### src/rtl/cic_pkg.sv
// Shared types and helpers for the CIC decimator controller.
package cic_pkg;

  typedef enum logic [1:0] {
    ST_IDLE,
    ST_CLEAR,
    ST_SETTLE,
    ST_RUN
  } cic_state_e;

  function automatic int clog2(input int v);
    int r;
    r = 0;
    while ((1 << r) < v) r = r + 1;
    return r;
  endfunction

endpackage

### src/rtl/cic_out_fifo.sv
// Synchronous power-of-two FIFO buffering decimator output for the stream port.
module cic_out_fifo
  import cic_pkg::*;
#(
  parameter int DEPTH = 4,
  parameter int DW    = 18
) (
  input  logic          clk,
  input  logic          reset,
  input  logic          i_push,
  input  logic          i_pop,
  input  logic [DW-1:0] i_data,
  output logic [DW-1:0] o_data,
  output logic          o_full,
  output logic          o_empty
);

  localparam int AW = clog2(DEPTH);
  localparam int CW = AW + 1;

  logic [DW-1:0] r_mem [DEPTH];
  logic [AW-1:0] r_wptr, r_rptr;
  logic [CW-1:0] r_cnt;
  logic          w_pop, w_push;

  assign o_full  = (r_cnt == CW'(DEPTH));
  assign o_empty = (r_cnt == '0);
  // A full FIFO still accepts a push when the head leaves in the same cycle.
  assign w_pop   = i_pop & ~o_empty;
  assign w_push  = i_push & (~o_full | w_pop);
  assign o_data  = o_empty ? '0 : r_mem[r_rptr];

  always_ff @(posedge clk) begin
    if (w_push) r_mem[r_wptr] <= i_data;
  end

  always_ff @(posedge clk) begin
    if (reset) begin
      r_wptr <= '0;
      r_rptr <= '0;
      r_cnt  <= '0;
    end else begin
      if (w_push) r_wptr <= r_wptr + 1'b1;
      if (w_pop)  r_rptr <= r_rptr + 1'b1;
      case ({w_push, w_pop})
        2'b10:   r_cnt <= r_cnt + 1'b1;
        2'b01:   r_cnt <= r_cnt - 1'b1;
        default: r_cnt <= r_cnt;
      endcase
    end
  end

endmodule

### src/rtl/cic_d_ctrl.sv
// Run-control for a CIC decimator: clear pulse, settle discard, then buffered
// valid/ready delivery of decimated samples.
module cic_d_ctrl
  import cic_pkg::*;
#(
  parameter int INP_DW     = 18,
  parameter int OUT_DW     = 18,
  parameter int CIC_N      = 7,
  parameter int CIC_M      = 1,
  parameter int CLR_CYC    = 2,
  parameter int FIFO_DEPTH = 4
) (
  input  logic              clk,
  input  logic              reset,
  input  logic              start,
  input  logic              stop,
  input  logic [INP_DW-1:0] inp_samp_data,
  input  logic              inp_samp_str,
  output logic [INP_DW-1:0] cic_inp_samp_data,
  output logic              cic_inp_samp_str,
  output logic              cic_clear,
  input  logic [OUT_DW-1:0] cic_out_samp_data,
  input  logic              cic_out_samp_str,
  output logic [OUT_DW-1:0] out_tdata,
  output logic              out_tvalid,
  input  logic              out_tready,
  output logic              busy,
  output logic              overflow,
  output logic              settled
);

  localparam int SET_INIT = CIC_N * CIC_M;
  localparam int SW       = clog2(SET_INIT + 1);
  localparam int CW       = (clog2(CLR_CYC + 1) < 1) ? 1 : clog2(CLR_CYC + 1);
  localparam logic [SW-1:0] SET_LOAD = SW'(SET_INIT);
  localparam logic [CW-1:0] CLR_LAST = CW'(CLR_CYC - 1);

  cic_state_e    r_state;
  logic [CW-1:0] r_clr_cnt;
  logic [SW-1:0] r_set_cnt;
  logic          r_ovf, r_settled;
  logic          w_push, w_pop, w_full, w_empty, w_drop, w_live;

  assign w_live            = (r_state == ST_SETTLE) | (r_state == ST_RUN);
  assign cic_inp_samp_data = inp_samp_data;
  assign cic_inp_samp_str  = inp_samp_str & w_live;
  assign cic_clear         = (r_state == ST_CLEAR);
  assign busy              = (r_state != ST_IDLE);
  assign overflow          = r_ovf;
  assign settled           = r_settled;

  assign out_tvalid = ~w_empty;
  assign w_pop      = out_tvalid & out_tready;
  assign w_push     = (r_state == ST_RUN) & cic_out_samp_str;
  assign w_drop     = w_push & w_full & ~w_pop;

  always_ff @(posedge clk) begin
    if (reset) begin
      r_state   <= ST_IDLE;
      r_clr_cnt <= '0;
      r_set_cnt <= '0;
      r_ovf     <= 1'b0;
      r_settled <= 1'b0;
    end else begin
      r_settled <= 1'b0;
      if (w_drop) r_ovf <= 1'b1;
      case (r_state)
        ST_IDLE: begin
          if (start && !stop) begin
            r_state   <= ST_CLEAR;
            r_clr_cnt <= '0;
            r_set_cnt <= SET_LOAD;
            r_ovf     <= 1'b0;
          end
        end
        ST_CLEAR: begin
          if (stop) r_state <= ST_IDLE;
          else if (r_clr_cnt == CLR_LAST) begin
            r_state   <= ST_SETTLE;
            r_clr_cnt <= '0;
          end else r_clr_cnt <= r_clr_cnt + 1'b1;
        end
        ST_SETTLE: begin
          // Samples still carrying pre-clear history are counted off, not kept.
          if (stop) r_state <= ST_IDLE;
          else if (cic_out_samp_str) begin
            r_set_cnt <= r_set_cnt - 1'b1;
            if (r_set_cnt == SW'(1)) begin
              r_state   <= ST_RUN;
              r_settled <= 1'b1;
            end
          end
        end
        ST_RUN: begin
          if (stop) r_state <= ST_IDLE;
        end
        default: r_state <= ST_IDLE;
      endcase
    end
  end

  cic_out_fifo #(
    .DEPTH (FIFO_DEPTH),
    .DW    (OUT_DW)
  ) u_fifo (
    .clk     (clk),
    .reset   (reset),
    .i_push  (w_push),
    .i_pop   (w_pop),
    .i_data  (cic_out_samp_data),
    .o_data  (out_tdata),
    .o_full  (w_full),
    .o_empty (w_empty)
  );

endmodule

### config.mk
export PLATFORM = sky130hd
export DESIGN_NAME = cic_d_ctrl
export DESIGN_NICKNAME = d
export VERILOG_FILES = /design/src/rtl/cic_pkg.sv /design/src/rtl/cic_out_fifo.sv /design/src/rtl/cic_d_ctrl.sv
export SDC_FILE = /design/constraint.sdc
export NUM_CORES = 1
export LEC_CHECK = 0
export ABC_CLOCK_PERIOD_IN_PS = 5850
export BUFFER_PORTS_ARGS = -buffer_cell sky130_fd_sc_hd__buf_2
export CORE_ASPECT_RATIO = 0.9
export CORE_MARGIN = 2
export CORE_UTILIZATION = 57
export DETAILED_ROUTE_END_ITERATION = 6
export GPL_TIMING_DRIVEN = 0
export PLACE_DENSITY = 0.83
export SETUP_SLACK_MARGIN = 0.1
export SLEW_MARGIN = 20
export SYNTH_ARGS = -nofsm -noshare
export SYNTH_HDL_FRONTEND = slang
export SYNTH_HIERARCHICAL = 1
export SYNTH_SLANG_ARGS = --single-unit
export TNS_END_PERCENT = 30
### constraint.sdc
create_clock -name clk -period 5.85 [get_ports clk]
set_input_delay 0.585 -clock clk [delete_from_list [all_inputs] [get_ports clk]]
set_output_delay 0.585 -clock clk [all_outputs]
set_load 0.01 [all_outputs]
==> impl_results.md <==
* # nets final at between 300 and 400
* Starting DRT DRC Count at between 80 and 90
* Most common cell after layout, fill and taps aside: edfxtp_1
* Antenna violations before repair at 0
* Synth top area cells: edfxtp_1 55%, dfxtp_1 9.2%, mux4_2 5.8%
* RSZ-0062 raised after global routing: no
* Critical path launch point: u_fifo/r_cnt[1]$_SDFFE_PP0P_
* Lkg Pwr at 1.70 nW
* Ant. Diodes at 0
* Clk_skew at 8.56 ps
* Worst reg2reg path depth at 13
* Primary FF master, synth: edfxtp_1
* Reg clk slew, reported paths at around 80 ps
* Largest net degree at the start of global routing at 19
* Crit path DAT at 3320 ps
* DRC Markers at 0
* Reg area at 2520 sq um
* H-tree levels at 3
* Starting Density at 59.0%
* Max Slew Vio Count at 0
* Die area at approximately 7500 sq um
* WL final at 6.44 mm
* Area Growth Syn to Fin at 16.7%
* CTS Root Cell: clkbuf_8
* PwrDens at approximately 260 nW/um^2
* Filler Cell Count at approximately 460
* Final instance area at 4560 sq um
* CP Class: register to register
* Vias in the first global route at roughly 2100
* Avg Vias per Cell at 5.27
* Post-Place Worst Slack at 2820 ps
* Hold Path Class: input pin to register
* Hold violation total from the final report at 0
* Area of the core at 6620 sq um
* CP Launch Type: register
* Fin Setup TNS at 0 ps
* First-pass GRT wire length at approximately 10 mm
* Combinational family with the most area after synthesis: multiplexers
* Post-synth EDFFs at 72
* Post-synthesis mux area share at 12.2%
* Max-slew headroom at a little over a third
* Status: completed
* Final period util at between 50% and 60%
* Worst slew pin tran at 972 ps
* Critical Path Fanout Max at 11
* Max Cap Violations at 0
* Yosys top cell area share at 55.3%
* Distinct cells, synth at 45
* Largest area contributor in the netlist: edfxtp_1
* Synth Area in XOR/XNOR at 0.448%
* Commonest cells after routing, fill and taps aside: 72 x edfxtp_1, 70 x buf_2, 18 x buf_4, 18 x dfxtp_1
* Top Ports at between 80 and 90
* Type of destination of the critical path: register
* Chip Width at between 90 and 100 microns
* Worst EP required at between 6000 and 7000 ps
* Critical Path End: u_fifo/r_cnt[2]$_SDFFE_PP0P_
* Buffers on Ports at 65
* DP Area at roughly 4300 sq um
* Fmax achieved at roughly 0.33 GHz
* Insertion delay to the later sink of the worst-skew pair at 350 ps
* Ys Warns at 6
* Async set-reset flop share out of synthesis at 0%
* Post-Syn Area at 3910 sq um
* Clock buffer depth at 2
* Total congestion overflow at 0
* Vias at roughly 2200
* CTS resizes at 0
* Num CTS Buffers at 9
* Reg-to-Reg End: u_fifo/r_cnt[2]$_SDFFE_PP0P_
* Synth Area in Compound Gates at 3.71%
* Post-Syn Area per Cell at 16.3 sq um
* FF-to-FF setup slack at 2800 ps
* Cell Rows at 28
* Postcts setup bufs at 0
* Die extent in y at between 80 and 90 microns
* Routed Antenna Nets at 0
* Multi-input logic area at 1120 sq um
* TritonRoute pass-1 iters at 4
* CTS tree: yes
* DPL Wire Length at around 4.5 mm
* Share of layout cells above drive strength 1 at between 40 and 50%
* Simple-gate share of the synthesized area at roughly a tenth
* GRT Total Usage at 18.3%
* Reg-to-Reg Start: u_fifo/r_cnt[1]$_SDFFE_PP0P_
* #FFs+latches synth at 90
* Final setup viols at 0
* Adder-cell share of the synthesized area at under 10%
* Tmin final at between 3000 and 4000 ps
* # clock sinks at 90
* Syn Nets at 290
* VDD IR max at 0.176 mV
* Hold buffers post-CTS at 0
* Cell count after synthesis at 239
* Seq/Total Area, Yosys at between 60% and 70%
* Routed wire per std cell at 15.7 microns
* Routability congestion estimate at around 0.73
* Worst Hold Margin at 452 ps
* Final WS setup at 2800 ps
==> worst min path at each step <==
stage                                    startpoint                            end  slack (ps)  cells past startpoint
final                         cic_out_samp_data[13]  u_fifo/r_mem[2][13]$_DFFE_PP_         450                      1
after global routing          cic_out_samp_data[13]  u_fifo/r_mem[1][13]$_DFFE_PP_         440                      1
after CTS                     cic_out_samp_data[16]  u_fifo/r_mem[0][16]$_DFFE_PP_         440                      1
after detailed placement  r_clr_cnt[1]$_SDFFE_PP0P_      r_clr_cnt[1]$_SDFFE_PP0P_         450                      2
after global placement    r_clr_cnt[1]$_SDFFE_PP0P_      r_clr_cnt[1]$_SDFFE_PP0P_         450                      2
after floorplan           r_clr_cnt[1]$_SDFFE_PP0P_      r_clr_cnt[1]$_SDFFE_PP0P_         430                      2
==> critical path, cell delays in order, from the launching register on <==
cell and delay (ps):
dfxtp_1 350, nor3_1 480, buf_2 400, nand2b_1 170, inv_1 50, inv_1 100, a21boi_2 120, inv_1 80
ha_1 190, inv_1 70, fa_1 370, xor2_1 150, or3_1 300, a21oi_1 150
==> state kept, by name, summed over array words and instances, names as in the netlist, named ones only <==
name           flops
r_state            2
r_set_cnt          3
u_fifo/r_mem      72
u_fifo/r_wptr      2
overflow           1
settled            1
u_fifo/r_cnt       3
u_fifo/r_rptr      2
r_clr_cnt          2
==> kinds of logic after synthesis <==
family                   after synthesis
AO/OA/AOI/OAI                         21
XOR/XNOR                               2
adder cells (fa/ha/maj)                8
buffers and inverters                 43
flip-flops                            90
multiplexers                          22
AND/OR/NAND/NOR                       53
==> report_power, final <==
part	switching, mW	leakage, nW	internal [mW]
combinational	0.0243	0.804	0.0250
clock	0.198	0.107	0.240
sequential	0.00151	0.793	0.691
==> through the flow <==
stage / power [mW] / utilization (%) / std cells
finish: 1.18 / 68.9 / 409
global route: 1.23 / 68.9 / 409
CTS: 1.19 / 68.9 / 409
detailed placement: 0.757 / 65.6 / 394
global placement: 0.754 / 65.6 / 394
floorplan: 0.734 / - / 239
==> routing by layer <==
metal | GRT usage [%] | part of all wire [%]
met1 | 22.2 | 43
met2 | 32.8 | 51
met3 | 5.35 | 5.4
met4 | 5.00 | 0.65
met5 | 0 | 0
==> synth_stat cells (2+ instances only) <==
cell / instances
edfxtp_1: 72
buf_4: 18
dfxtp_1: 18
inv_1: 15
nor2b_1: 15
mux4_2: 10
nor2_1: 9
mux4_1: 8
a21oi_1: 7
ha_1: 7
buf_2: 5
and2_1: 4
or3_1: 4
a31oi_1: 3
nand2b_1: 3
nor2b_4: 3
nor3_1: 3
o21ai_0: 3
buf_6: 2
clkbuf_1: 2
mux2_2: 2
mux2i_1: 2
xor2_1: 2
==> cell type report <==
class / count / area share (%)
Clock inverter: 6 / 1.98
Buffer: 28 / 4.61
Sequential cell: 90 / 55.3
Clock buffer: 9 / 2.72
Multi-Input combinational cell: 106 / 24.5
Inverter: 15 / 1.23
Timing Repair Buffer: 65 / 7.14
Tap cell: 90 / 2.47
(Power assumes the default switching activity.)
